$ cat src/rtl/mod_exp_ctrl.sv
`timescale 1ns/1ps
// Square-and-multiply sequencer: scans the exponent MSB-first and drives an external
// modular multiplier to compute base^exp mod modulus, one multiply outstanding at a time.
module mod_exp_ctrl #(
    parameter int SIZE = 64
) (
    input  logic            clk,
    input  logic            rst,
    input  logic [SIZE-1:0] in_base_tdata,
    input  logic [SIZE-1:0] in_exp_tdata,
    input  logic [SIZE-1:0] in_mod_tdata,
    input  logic            in_tvalid,
    output logic            in_tready,
    output logic [SIZE-1:0] mm_multiplier_tdata,
    output logic [SIZE-1:0] mm_multiplicand_tdata,
    output logic [SIZE-1:0] mm_modulus_tdata,
    output logic            mm_tvalid,
    input  logic            mm_tready,
    input  logic [SIZE-1:0] mm_result_tdata,
    input  logic            mm_result_tvalid,
    output logic            mm_result_tready,
    output logic [SIZE-1:0] out_tdata,
    output logic            out_tvalid,
    input  logic            out_tready,
    output logic            busy
);
    localparam int CNT_W = $clog2(SIZE) + 1;

    typedef enum logic [2:0] {
        S_IDLE,
        S_SCAN,
        S_SQ_REQ,
        S_SQ_WAIT,
        S_MUL_REQ,
        S_MUL_WAIT,
        S_DONE
    } state_t;

    state_t           r_state, w_state_nxt;
    logic [SIZE-1:0]  r_e, r_b, r_m, r_acc;
    logic [SIZE-1:0]  w_e_nxt, w_b_nxt, w_m_nxt, w_acc_nxt;
    logic [CNT_W-1:0] r_cnt, w_cnt_nxt;
    logic             r_first, w_first_nxt;
    logic             w_mod_trivial;
    logic             w_e_top;
    logic [SIZE-1:0]  w_e_shl;
    logic [CNT_W-1:0] w_cnt_dec;

    assign w_mod_trivial = (r_m <= SIZE'(1));
    assign w_e_top       = r_e[SIZE-1];
    assign w_e_shl       = {r_e[SIZE-2:0], 1'b0};
    assign w_cnt_dec     = r_cnt - CNT_W'(1);

    always_ff @(posedge clk or posedge rst) begin
        if (rst) begin
            r_state <= S_IDLE;
            r_e     <= '0;
            r_b     <= '0;
            r_m     <= '0;
            r_acc   <= '0;
            r_cnt   <= '0;
            r_first <= 1'b0;
        end else begin
            r_state <= w_state_nxt;
            r_e     <= w_e_nxt;
            r_b     <= w_b_nxt;
            r_m     <= w_m_nxt;
            r_acc   <= w_acc_nxt;
            r_cnt   <= w_cnt_nxt;
            r_first <= w_first_nxt;
        end
    end

    always_comb begin
        w_state_nxt           = r_state;
        w_e_nxt               = r_e;
        w_b_nxt               = r_b;
        w_m_nxt               = r_m;
        w_acc_nxt             = r_acc;
        w_cnt_nxt             = r_cnt;
        w_first_nxt           = r_first;
        in_tready             = 1'b0;
        mm_tvalid             = 1'b0;
        mm_result_tready      = 1'b0;
        out_tvalid            = 1'b0;
        mm_multiplicand_tdata = r_b;

        case (r_state)
            S_IDLE: begin
                // Gated so the port reads 0 while reset is held, even though state is IDLE.
                in_tready = ~rst;
                if (in_tvalid && in_tready) begin
                    w_b_nxt     = in_base_tdata;
                    w_e_nxt     = in_exp_tdata;
                    w_m_nxt     = in_mod_tdata;
                    w_acc_nxt   = SIZE'(1);
                    w_cnt_nxt   = CNT_W'(SIZE);
                    w_first_nxt = 1'b1;
                    w_state_nxt = S_SCAN;
                end
            end
            S_SCAN: begin
                if (w_mod_trivial) begin
                    w_acc_nxt   = '0;
                    w_state_nxt = S_DONE;
                end else if ((r_e == '0) && r_first) begin
                    w_acc_nxt   = SIZE'(1);
                    w_state_nxt = S_DONE;
                end else if (r_cnt == '0) begin
                    w_state_nxt = S_DONE;
                end else if (r_first && !w_e_top) begin
                    w_e_nxt   = w_e_shl;
                    w_cnt_nxt = w_cnt_dec;
                end else if (r_first) begin
                    // Leading one: 1*b mod m also reduces a base that is >= m.
                    w_first_nxt = 1'b0;
                    w_state_nxt = S_MUL_REQ;
                end else begin
                    w_state_nxt = S_SQ_REQ;
                end
            end
            S_SQ_REQ: begin
                mm_tvalid             = 1'b1;
                mm_multiplicand_tdata = r_acc;
                if (mm_tready) begin
                    w_state_nxt = S_SQ_WAIT;
                end
            end
            S_SQ_WAIT: begin
                mm_result_tready = 1'b1;
                if (mm_result_tvalid) begin
                    w_acc_nxt = mm_result_tdata;
                    if (w_e_top) begin
                        w_state_nxt = S_MUL_REQ;
                    end else begin
                        w_e_nxt     = w_e_shl;
                        w_cnt_nxt   = w_cnt_dec;
                        w_state_nxt = S_SCAN;
                    end
                end
            end
            S_MUL_REQ: begin
                mm_tvalid = 1'b1;
                if (mm_tready) begin
                    w_state_nxt = S_MUL_WAIT;
                end
            end
            S_MUL_WAIT: begin
                mm_result_tready = 1'b1;
                if (mm_result_tvalid) begin
                    w_acc_nxt   = mm_result_tdata;
                    w_e_nxt     = w_e_shl;
                    w_cnt_nxt   = w_cnt_dec;
                    w_state_nxt = S_SCAN;
                end
            end
            S_DONE: begin
                out_tvalid = 1'b1;
                if (out_tready) begin
                    w_state_nxt = S_IDLE;
                end
            end
            default: begin
                w_state_nxt = S_IDLE;
            end
        endcase
    end

    assign mm_multiplier_tdata = r_acc;
    assign mm_modulus_tdata    = r_m;
    assign out_tdata           = r_acc;
    assign busy                = (r_state != S_IDLE);

endmodule
$ cat config.mk
export PLATFORM = sky130hd
export DESIGN_NAME = mod_exp_ctrl
export DESIGN_NICKNAME = d
export VERILOG_FILES = /design/src/rtl/mod_exp_ctrl.sv
export SDC_FILE = /design/constraint.sdc
export NUM_CORES = 1
export LEC_CHECK = 0
export ABC_AREA = 0
export CAP_MARGIN = 10
export CELL_PAD_IN_SITES_DETAIL_PLACEMENT = 1
export CELL_PAD_IN_SITES_GLOBAL_PLACEMENT = 1
export CORE_ASPECT_RATIO = 1.2
export CORE_UTILIZATION = 30
export CTS_CLUSTER_DIAMETER = 50
export DETAILED_ROUTE_END_ITERATION = 6
export PLACE_DENSITY = 0.84
export SYNTH_ARGS = -nofsm -noshare
export SYNTH_HDL_FRONTEND = slang
export SYNTH_SLANG_ARGS = --single-unit
$ cat constraint.sdc
create_clock -name clk -period 15.6 [get_ports clk]
set_input_delay 3.12 -clock clk [delete_from_list [all_inputs] [get_ports clk]]
set_output_delay 3.12 -clock clk [all_outputs]
set_load 0.005 [all_outputs]
== Word-level counts from Yosys, hierarchy flattened ==
Cells that the tools add are included.

* Muxes and demuxes: 47
* $lt $le $gt $ge: 1
* Bitwise logic cells: 1
* Reductions and logical operators: 19
* Add/subtract/negate cells: 1
* Equal/unequal tests: 21

{| class="wikitable"
|+ Operators with widths
! operator !! count
|-
| 64-bit two-way mux || 13
|-
| 64-bit one-hot mux with 4 select lines || 1
|-
| 64-bit one-hot mux with 3 select lines || 1
|-
| 64-bit by 1-bit less-or-equal comparator with 1-bit output (second input constant) || 1
|-
| 64-bit zero test || 1
|-
| 7-bit two-way mux || 8
|-
| 3-bit two-way mux || 12
|-
| 7-bit one-hot mux with 4 select lines || 1
|-
| 2-bit != test (second input constant) || 12
|-
| 3-bit one-hot mux with 7 select lines || 1
|-
| 3-bit == test (second input constant) || 3
|-
| 1-bit two-way mux || 9
|-
| 9-bit AND reduction || 1
|-
| 8-bit AND reduction || 1
|-
| 7-bit zero test || 1
|-
| 7-bit AND reduction || 1
|-
| 7-bit by 1-bit subtractor with 7-bit output (second input constant) || 1
|-
| 3-bit by 2-bit == test with 1-bit output (second input constant) || 2
|-
| 6-bit AND reduction || 1
|-
| 3-bit nonzero test || 2
|-
| 5-bit != test (second input constant) || 1
|-
| 4-bit AND reduction || 1
|-
| 4-bit nonzero test || 1
|-
| 2-bit OR reduction || 2
|-
| 10 further kinds || 12
|}

* Flip-flop bits (word level): 267
* Output and inout port bits: 261
* Input port bits: 262
* Logic and storage cells: 98

== Logic depth before layout (Yosys ltp) ==
Gate-level depths: netlist of run 1.

* Depth in word-level cells: 7
* Depth in mapped cells: 10
* Gate-level depth less buffers: 8

== Worst setup path after synthesis of run 1 ==
OpenSTA, ideal clock, no wires.

* Kind: input to register
* From: input rst
* To: register r_cnt[6]
* Buffers on the path: 0
* Data required time: 15476 ps
* Arrival: 10495 ps
* Library setup time: 124 ps
* Slack: 4981 ps
* Cell stages on the path: 7
* Cell sequence: inv_1 and3_1 a221oi_4 a2111oi_4 a21oi_4 or2_1 o31a_1

* Word-level cells in the longest chain between the ends: 4

{| class="wikitable"
|+ Ends and longest elaborated chain
! element !! RTL line !! text
|-
| start: declaration || 8 || <nowiki>input logic rst,</nowiki>
|-
| 1-bit inverter || 91 || <nowiki>in_tready = ~rst;</nowiki>
|-
| 1-bit logical AND || 92 || <nowiki>if (in_tvalid && in_tready) begin</nowiki>
|-
| 2-bit != test (no source line) || - ||
|-
| 9-bit AND reduction (no source line) || - ||
|-
| end signal: assignment || 69 || <nowiki>r_cnt <= w_cnt_nxt;</nowiki>
|-
| end: declaration || 42 || <nowiki>logic [CNT_W-1:0] r_cnt, w_cnt_nxt;</nowiki>
|}

No other way between the ends.
A chain may end at the register's enable or synchronous reset.

== Worst setup path after layout of run 1 ==
* From: input rst
* To: output in_tready

* Word-level cells in the longest chain between the ends: 2

{| class="wikitable"
|+ Ends and longest elaborated chain
! element !! RTL line !! text
|-
| 1-bit inverter || 91 ||
|-
| 1-bit two-way mux || 88 || <nowiki>case (r_state)</nowiki>
|-
| end: declaration || 13 || <nowiki>output logic in_tready,</nowiki>
|}

No other way between the ends.

==> metrics.md, run 1 <==
| Metric | Value |
|---|---|
| Max_cap viols | `0` |
| Peak Freq | `132 MHz` |
| Die Y | `224 um` |
| Setup crit start kind | `input pin` |
| CTS Buffer Depth | `3` |
| Fin crit share | `48.5%` |
| Die width | `187 um` |
| Fraction of the mapped netlist area in adder cells | `0.202%` |
| Total gr overflow | `0` |
| Hold violation count in the final report | `0` |
| CTS buffer count | `36` |
| Reg clk slew, reported paths | `0.06 ns` |
| Pwr Total | `3.82 mW` |
| Worst-case headroom to the max-slew limit | `29.3%` |
| CTS Hold Buffers Added | `0` |
| Synth cell types | `49` |
| EDFF count, synth | `0` |
| Top cell by count, worst path | `clkdlybuf4s50_1` |
| Complex-gate fraction of the synthesized area | `11.2%` |
| Met3 WL | `2390 um` |
| Post-synthesis simple-gate area fraction | `10.0%` |
| Uppermost layer routed | `met5` |
| Data required, critical path | `12.48 ns` |
| Final WL | `45,200 um` |
| Clock latency on the worst-skew pair | `0.51 ns` |
| Routed wl met2 | `23,500 um` |
| Drt pass-1 iters | `4` |
| Skew final | `0.0255 ns` |
| Mux cell area share after synthesis | `17.5%` |
| Routability cong. | `0.862` |
| Syn avg cell area | `11.1 um^2` |
| Most common cell after layout, fill and taps aside | `clkdlybuf4s50_1` |
| Postcts setup bufs | `0` |
| WL/cell | `21.3 um` |
| Initial antenna violation count | `9` |
| Ys Warns | `0` |
| Register bit count reported by yosys | `267` |
| Starting Density | `30.4%` |
| Slew @ Worst Pin | `1.06 ns` |
| Syn_nets | `1,380` |
| Pin count of the biggest net entering global routing | `123` |
| Register area share after synthesis | `54.0%` |
| CORE AREA | `40,700 um^2` |
| Largest family of logic cells by synthesized area | `multiplexers` |
| First-pass GRT wire length | `68,500 um` |
| Max Slew Vio Count | `0` |
| M1 WL | `17,400 um` |
| P_leak | `7.61 nW` |
| Routed Antenna Nets | `0` |
| Hold Crit Class | `reg2reg` |
| Final setup TNS | `0 ns` |
| RSZ-0062 raised after global routing | `no` |
| H-tree levels | `2` |
| DRC violation total after the first TritonRoute iteration | `433` |
| Commonest cells after routing, fill and taps aside | `clkdlybuf4s50_1, dfrtp_1, nand2_1` |
| Number of buffers added on ports | `522` |
| Dpl hpwl | `32,100 um` |
| Pwr dens | `204 nW/um^2` |
| Share of synthesized registers carrying an async set or reset | `100%` |
| Setup Crit Path Kind | `in2out` |
| Number of global-route vias before repair | `11,400` |
| Nets | `1,814` |
| Crit end category | `output pin` |
| Vias/cell | `4.95` |
| CTS tree | `yes` |
| Number of core rows | `81` |
| Status | `completed` |
| Clk root buf | `clkbuf_16` |
| Ratio of cells with drive above 1 in the final layout | `17.6%` |
| Final min period | `7.57 ns` |
| Worst-path cell chain | `clkdlybuf4s50_1 > nor2_1 > clkdlybuf4s50_1` |
| CP Max Fanout | `2` |
| Die Area | `42,100 um^2` |
| XOR/XNOR share of the synthesized area | `0.0708%` |
| Total track usage | `21.0%` |
| Post-Syn Area | `12,400 um^2` |
| Via count | `10,500` |
| Max rail drop VDD | `117 uV` |
| Final setup violation count | `0` |
| Critical path's largest stage delay | `0.55 ns` |
| Sink Count | `267` |
| Slowest CP cell | `clkdlybuf4s50_1` |
| Crit path arrival time | `4.45 ns` |
| Post_cts resized | `0` |
| Top-Level Pins | `523` |
| Main synth FF type | `dfrtp_1` |
| DRC Markers | `0` |
| Syn-to-layout area delta | `51.9%` |
| Post-Syn Instances | `1,116` |
## flip-flops by register name (all words and copies together) (netlist names)
register and cells:
mm_modulus_tdata 64, mm_multiplier_tdata 64, r_b 64, r_cnt 7, r_e 64, r_first 1, r_state 3
## layout make-up
type	instances	area, um^2
diodes	9	22.5
clock buffers	49	1030
clock inverters	15	174
fillers	4332	22000
inverters	10	45.0
multi-input cells	702	4850
flip-flops and latches	267	6680
well taps	539	674
repair buffers	533	5310
## synth_stat cells (2+ instances only)
cell type / instances / area [um^2]
a21oi_1: 7 / 35.0
a221oi_1: 2 / 17.5
a22oi_1: 61 / 458
and2_1: 2 / 12.5
buf_2: 33 / 165
buf_4: 66 / 495
buf_6: 4 / 45.0
clkbuf_1: 33 / 124
dfrtp_1: 267 / 6680
ha_1: 2 / 25.0
inv_1: 10 / 37.5
mux2_2: 192 / 2160
nand2_1: 210 / 788
nand2b_1: 2 / 12.5
nand3_1: 2 / 10.0
nand3b_1: 2 / 15.0
nand4_1: 4 / 25.0
nor2_1: 8 / 30.0
nor2b_1: 4 / 25.0
nor3_1: 6 / 30.0
nor3_2: 2 / 20.0
nor4_1: 32 / 200
o21ai_0: 61 / 305
o21ai_1: 78 / 390
o31ai_1: 2 / 15.0
## worst paths after layout
kind	from	endpoint	slack (ns)	depth (start not counted)
min in group asynchronous	rst	r_e[2]	3.19	2
max in group asynchronous	rst	mm_modulus_tdata[22]	10.00	4
setup reg to reg	mm_modulus_tdata[14]	r_e[0]	12.32	8
setup / recovery	rst	in_tready	8.03	3
hold / removal	r_b[25]	r_b[25]	0.50	1
hold reg to reg	r_b[25]	r_b[25]	0.50	1
## metrics by stage
| stage | setup WS, ns | utilization, % | instance area, um^2 | instances | hold slack [ns] |
|---|---|---|---|---|---|
| after global placement | 8.01 | 43.1 | 17600 | 2051 | 0.482 |
| after floorplan | 4.98 | - | 12400 | 1116 | 0.473 |
| final | 8.03 | 46.1 | 18800 | 2124 | 0.503 |
| after global routing | 7.97 | 46.1 | 18800 | 2122 | 0.520 |
| after detailed placement | 8.03 | 43.1 | 17600 | 2051 | 0.493 |
| after CTS | 8.02 | 46.1 | 18800 | 2115 | 0.505 |
## worst max-delay path: cells and delay by family
kind | cells | cell delay [ns]
and+or+nand+nor | 1 | 0.27
buffers and inverters | 2 | 1.06
## power by group
group          switching [mW]  leakage [nW]  internal [mW]
combinational           0.812          3.69          0.935
sequential              0.263          3.34          0.991
clock                   0.320         0.582          0.502
## routing by layer
metal,global-route usage [%],vias up
met1,23.8,5301
li1,-,4733
met4,10.2,2
met3,4.68,112
met5,0,-
met2,37.2,357
## kinds of logic (layout without fill, tap and decap cells)
family,Yosys count,in the layout
compound gates,224,224
xor+xnor,1,1
fa+ha+maj,2,2
buf+inv,147,607
flops,267,267
mux,192,192
other cells,0,9
simple gates,283,283
No activity file was read; power rests on OpenSTA's default activity.
==> run 2, diff against run 1 <==
Settings changed: CORE_UTILIZATION 30 to 29, PLACE_DENSITY 0.84 to 0.85.
Clock period 15.6 ns to 6.8 ns, I/O delays scaled along.
==> run 2 against run 1 <==
  * Cell area fell by 1.2%
  * Largest cell class unchanged
  * Register-to-register slack got worse by 9.3 ns
  * Clock power rose by 95%
==> metrics.md, run 2 (synthesized netlist as in run 1, its figures left out) <==
| Metric | Value |
|---|---|
| Status | `completed` |
| Vias/cell | `4.98 (+0.75%)` |
| Max Slew Vio Count | `0 (unchanged)` |
| RSZ-0062 raised after global routing | `no` |
| Die Y | `228 um (+1.7%)` |
| Final setup violation count | `0 (unchanged)` |
| Worst-case headroom to the max-slew limit | `16.9% (-12 points)` |
| Routability cong. | `0.880 (+2.1%)` |
| Number of core rows | `82 (+1.2%)` |
| Max rail drop VDD | `249 uV (+110%)` |
| R2R depth | `8 (unchanged)` |
| Setup Crit Path Kind | `reg2out` |
| Hold Crit Start | `r_b[46]` |
| Dpl hpwl | `35,800 um (+12%)` |
| Final core occ | `44.2% (-1.9 points)` |
| Skew final | `0.0311 ns (+0.00566 ns)` |
| Total track usage | `22.1% (+1.1 points)` |
| Commonest cells after routing, fill and taps aside | `clkdlybuf4s50_1, dfrtp_1, nand2_1` |
| First-pass GRT wire length | `72,800 um (+6.3%)` |
| Number of global-route vias before repair | `11,300 (-0.47%)` |
| Final min period | `4.62 ns` |
| DP Worst Slack | `2.34 ns (-5.69 ns)` |
| Postcts setup bufs | `0 (unchanged)` |
| Syn-to-layout area delta | `50.0%` |
| Hold violation count in the final report | `0 (unchanged)` |
| Via count | `10,500 (+0.28%)` |
| Sink Count | `267 (unchanged)` |
| CTS buffer count | `31 (-14%)` |
| Post-DP Area | `17,600 um^2 (+0.17%)` |
| Pwr dens | `463 nW/um^2 (+130%)` |
| Crit path arrival time | `3.26 ns (-1.19 ns)` |
| Design area | `18,600 um^2 (-1.2%)` |
| Drt pass-1 iters | `5 (+1)` |
| WL/cell | `23.3 um (+9.3%)` |
| Fin crit share | `68.0%` |
| Nets | `1,810 (-0.22%)` |
| Pin count of the biggest net entering global routing | `138 (+12%)` |
| H-tree levels | `1 (-1)` |
| CTS Buffer Depth | `3 (unchanged)` |
| Final WL | `49,200 um (+8.8%)` |
| DRC violation total after the first TritonRoute iteration | `478 (+10%)` |
| Slew @ Worst Pin | `1.25 ns (+0.187 ns)` |
| Clk root buf | `clkbuf_16` |
| Post-Place Cells | `2,059 (+0.39%)` |
| R2r endpoint | `r_e[15]` |
| Hold Crit Class | `reg2reg` |
| Worst r2r src | `mm_modulus_tdata[59]` |
| Number of buffers added on ports | `522 (unchanged)` |
| Non-Filler Instances | `2,114 (-0.47%)` |
| Ratio of cells with drive above 1 in the final layout | `17.0% (-0.60 points)` |
| Reg clk slew, reported paths | `0.07 ns (about the same)` |
| Routed Antenna Nets | `0 (unchanged)` |
| CTS tree | `yes` |
| Die width | `191 um (+1.7%)` |
| P_leak | `7.51 nW (-1.4%)` |
| Total gr overflow | `0 (unchanged)` |
| CORE AREA | `42,000 um^2 (+3.0%)` |
| Peak Freq | `216 MHz` |
| Worst Hold End | `r_b[46]` |
| Die Area | `43,500 um^2 (+3.4%)` |
| Max_cap viols | `0 (unchanged)` |
| CP Max Fanout | `64 (+62)` |
| Starting Density | `29.5% (-0.88 points)` |
| Most common cell after layout, fill and taps aside | `clkdlybuf4s50_1` |
| Fill count | `4,525 (+4.5%)` |
| Setup crit start kind | `register` |
| DRC Markers | `0 (unchanged)` |
| CTS Hold Buffers Added | `0 (unchanged)` |
| Pwr Total | `8.60 mW (+120%)` |
| Crit end category | `output pin` |
| Initial antenna violation count | `1 (-8)` |
| WHS Path Cells | `1 (unchanged)` |
| Data required, critical path | `5.44 ns (-7.04 ns)` |
| Top-Level Pins | `523 (unchanged)` |
| R2R setup slack | `3.07 ns (-9.25 ns)` |
| Post_cts resized | `0 (unchanged)` |
| Clock latency on the worst-skew pair | `0.58 ns (+0.07 ns)` |
| Final setup margin | `2.18 ns (-5.86 ns)` |
==> run 2: cell types whose count changed in the layout (fill, tap and decap cells not counted), sizes merged <==
cell and delta:
bufinv -1, clkinvlp -2, diode -8, inv -1, clkbuf -5, clkinv -1, buf +1
==> run 2: how the worst max path moves through the flow <==
stage	start	endpoint	slack (ns)	depth (start not counted)
after floorplan	rst	r_cnt[1]	-0.16	9
after global placement	rst	r_e[24]	2.50	8
after detailed placement	rst	r_e[15]	2.34	9
after CTS	r_state[1]	mm_multiplicand_tdata[23]	2.18	4
after global routing	r_state[1]	mm_multiplicand_tdata[23]	2.03	4
final	r_state[1]	mm_multiplicand_tdata[23]	2.18	4
==> run 2: worst max-delay path, stage by stage (launching register included) <==
cell and delay, ns:
dfrtp_1 0.61, nor3b_2 0.27, buf_4 0.73, mux2_2 0.49, clkdlybuf4s50_1 0.46
==> run 2: per-layer routing <==
| metal | track usage, % | wire length [um] |
|---|---|---|
| met5 | 0 | 13 |
| met2 | 38.6 | 24800 |
| met1 | 25.5 | 19000 |
| met4 | 7.68 | 1600 |
| met3 | 6.18 | 3810 |
==> run 2: area by class of cell <==
class | count | area (um^2) | area share (%)
flip-flops and latches | 267 | 6680 | 36.0
repair buffers | 534 | 5330 | 28.7
clock inverters | 10 | 103 | 0.553
multi-input cells | 702 | 4850 | 26.2
inverters | 10 | 41.3 | 0.223
clock buffers | 44 | 865 | 4.66
diodes | 1 | 2.50 | 0.0135
well taps | 546 | 683 | 3.68
==> run 2: through the flow <==
step | hold slack (ns) | setup TNS (ns)
after CTS | 0.507 | 0
after floorplan | 0.473 | -13.10
final | 0.508 | 0
after detailed placement | 0.491 | 0
after global routing | 0.515 | 0
after global placement | 0.482 | 0
==> run 2: power by group <==
group	total [mW]	internal [mW]	leakage [nW]	switching [mW]
sequential	2.91	2.27	3.34	0.632
combinational	4.09	2.15	3.69	1.94
clock	1.60	0.924	0.476	0.675
total	8.60	5.35	7.51	3.24
==> run 3, diff against run 2 <==
Settings changed: CORE_UTILIZATION 29 to 30, PLACE_DENSITY 0.85 to 0.84.
Clock period 6.8 ns to 4.8 ns, I/O delays scaled along.
==> run 3 against run 2 <==
  * Sequential share of layout area down 0.60 points
  * Critical path depth unchanged
  * Cell area up 1.7%
  * Utilization up 2.1 points
  * Routed wire length down 4.5%
  * Clock power up 76%
  * First-iteration DRC count down 0.84%
  * Clock-buffer cell count up 2
  * Sequential power up 41%
  * Largest cell class unchanged
  * Flip-flop and latch count unchanged
  * Clock skew down 0.014 ns
  * Total power up 48%
  * Largest power group unchanged
==> metrics.md, run 3 (synthesized netlist as in run 1, its figures left out) <==
| Metric | Value |
|---|---|
| Status | `completed` |
| Sequential power share | `32.1% (-1.7 points)` |
| Pint | `8.11 mW (+52%)` |
| Most common cell after layout, fill and taps aside | `clkdlybuf4s50_1` |
| WL/cell | `22.2 um (-4.5%)` |
| Post-Place Cells | `2,050 (-0.44%)` |
| M1 GR Usage | `25.6% (+0.041 points)` |
| CTS Buffer Depth | `3 (unchanged)` |
| CTS buffer count | `35 (+13%)` |
| Commonest cells after routing, fill and taps aside | `clkdlybuf4s50_1, dfrtp_1, nand2_1` |
| DP Worst Slack | `1.22 ns (-1.12 ns)` |
| Total track usage | `21.9% (-0.22 points)` |
| Data required, critical path | `3.84 ns (-1.60 ns)` |
| Total gr overflow | `0 (unchanged)` |
| Max Slew Vio Count | `0 (unchanged)` |
| Hold violation count in the final report | `0 (unchanged)` |
| Post-DP Area | `17,600 um^2 (+0.22%)` |
| Setup crit start kind | `register` |
| Number of buffers added on ports | `522 (unchanged)` |
| Final WL | `46,900 um (-4.5%)` |
| Ratio of cells with drive above 1 in the final layout | `17.6% (+0.59 points)` |
| Busiest metal layer after global routing | `met2` |
| First-pass GRT wire length | `70,400 um (-3.2%)` |
| Pin count of the biggest net entering global routing | `150 (+8.7%)` |
| Clk root buf | `clkbuf_16` |
| Die Y | `224 um (-1.7%)` |
| CTS tree | `yes` |
| Vias/cell | `5.00 (+0.29%)` |
| Drt pass-1 iters | `5 (unchanged)` |
| Clock latency on the worst-skew pair | `0.51 ns (-0.07 ns)` |
| Max_cap viols | `0 (unchanged)` |
| Final min period | `3.80 ns` |
| Non-Filler Instances | `2,113 (-0.047%)` |
| Routed Antenna Nets | `0 (unchanged)` |
| DRC Markers | `0 (unchanged)` |
| Worst-case headroom to the max-slew limit | `18.3% (+1.4 points)` |
| Die width | `187 um (-1.7%)` |
| H-tree levels | `2 (+1)` |
| Nets | `1,812 (+0.11%)` |
| Number of core rows | `81 (-1.2%)` |
| Slew @ Worst Pin | `1.23 ns (-0.0204 ns)` |
| Design area | `18,900 um^2 (+1.7%)` |
| CORE AREA | `40,700 um^2 (-2.9%)` |
| CTS Hold Buffers Added | `0 (unchanged)` |
| Crit end category | `output pin` |
| Initial antenna violation count | `3 (+2)` |
| Post_cts resized | `0 (unchanged)` |
| Dpl hpwl | `33,900 um (-5.5%)` |
| Crit path arrival time | `2.84 ns (-0.42 ns)` |
| RSZ-0062 raised after global routing | `no` |
| Routability cong. | `0.848 (-3.6%)` |
| Sw Share | `36.2% (-1.5 points)` |
| Peak Freq | `263 MHz` |
| Setup Crit Path Kind | `reg2out` |
| Top-Level Pins | `523 (unchanged)` |
| Fin crit share | `79.2%` |
| P_leak | `7.65 nW (+1.9%)` |
| Pwr dens | `674 nW/um^2 (+45%)` |
| Switch Pwr | `4.61 mW (+42%)` |
| WHS | `0.503 ns (-0.00407 ns)` |
| Number of global-route vias before repair | `11,400 (+0.59%)` |
| Syn-to-layout area delta | `52.6%` |
| Max rail drop VDD | `334 uV (+34%)` |
| Hold Crit Class | `reg2reg` |
| Reg clk slew, reported paths | `0.06 ns (about the same)` |
| Sink Count | `267 (unchanged)` |
| DRC violation total after the first TritonRoute iteration | `474 (-0.84%)` |
| Comb pwr share | `45.8% (-1.8 points)` |
| Starting Density | `30.4% (+0.88 points)` |
| Final core occ | `46.3% (+2.1 points)` |
| Via count | `10,600 (+0.25%)` |
| Final setup margin | `0.999 ns (-1.18 ns)` |
| Skew final | `0.0175 ns (-0.0136 ns)` |
| M3 GR Usage | `5.60% (-0.58 points)` |
| Final setup violation count | `0 (unchanged)` |
| Met2 Use GR | `38.2% (-0.46 points)` |
| CP Max Fanout | `64 (unchanged)` |
| Die Area | `42,100 um^2 (-3.3%)` |
| Postcts setup bufs | `0 (unchanged)` |
| Clock Power Share | `22.1% (+3.5 points)` |
-- run 3: cell types whose count changed in the layout (fill, tap and decap cells not counted), moves of 4 or more --
| cell | previous run | this run |
|---|---|---|
| o21ai_1 | 112 | 122 |
| buf_4 | 11 | 4 |
| clkbuf_16 | 31 | 37 |
| clkbuf_1 | 9 | 3 |
| bufinv_16 | 1 | 5 |
| o21ai_0 | 27 | 17 |
| buf_12 | 1 | 6 |
-- run 3: area by class of cell --
type | count | area, um^2
Fill cell | 4381 | 21900
Sequential cell | 267 | 6680
Timing Repair Buffer | 532 | 5380
Multi-Input combinational cell | 702 | 4850
Clock buffer | 46 | 1020
Tap cell | 539 | 674
Clock inverter | 14 | 220
Inverter | 10 | 41.3
Antenna cell | 3 | 7.51
-- run 3: final timing paths --
kind | slack (ns) | cells after the start | from | endpoint
setup / recovery | 1.0 | 4 | r_state[1] | mm_multiplicand_tdata[55]
setup reg to reg | 1.67 | 8 | mm_modulus_tdata[20] | r_e[18]
hold / removal | 0.50 | 1 | r_b[37] | r_b[37]
min in group asynchronous | 1.19 | 3 | rst | r_cnt[4]
max in group asynchronous | 2.16 | 4 | rst | mm_multiplier_tdata[1]
hold reg to reg | 0.50 | 1 | r_b[37] | r_b[37]
-- run 3: per-layer routing --
| metal | vias to the layer above | routed length, um |
|---|---|---|
| li1 | 4735 | - |
| met1 | 5332 | 18300 |
| met2 | 392 | 24000 |
| met3 | 99 | 2880 |
| met4 | 2 | 1750 |
| met5 | - | 11 |
-- run 3: worst max-delay path, stage by stage, from the launching register on --
cell             delay, ns
dfrtp_1               0.60
nor3b_2               0.34
buf_12                0.33
mux2_2                0.45
clkdlybuf4s50_1       0.49
-- run 3: power by group through the flow --
stage               registers [mW]  logic [mW]  clock network, mW
floorplan                     3.79        3.44                  0
global placement              4.00        5.62                  0
detailed placement            4.08        5.85                  0
CTS                           4.07        5.90               2.87
global route                  4.21        6.30               2.95
finish                        4.09        5.83               2.81
-- run 3: stage by stage --
| step | setup TNS (ns) | total power, mW |
|---|---|---|
| floorplan | -231.85 | 7.23 |
| global placement | 0 | 9.62 |
| detailed placement | 0 | 9.93 |
| CTS | 0 | 12.8 |
| global route | 0 | 13.5 |
| finish | 0 | 12.7 |
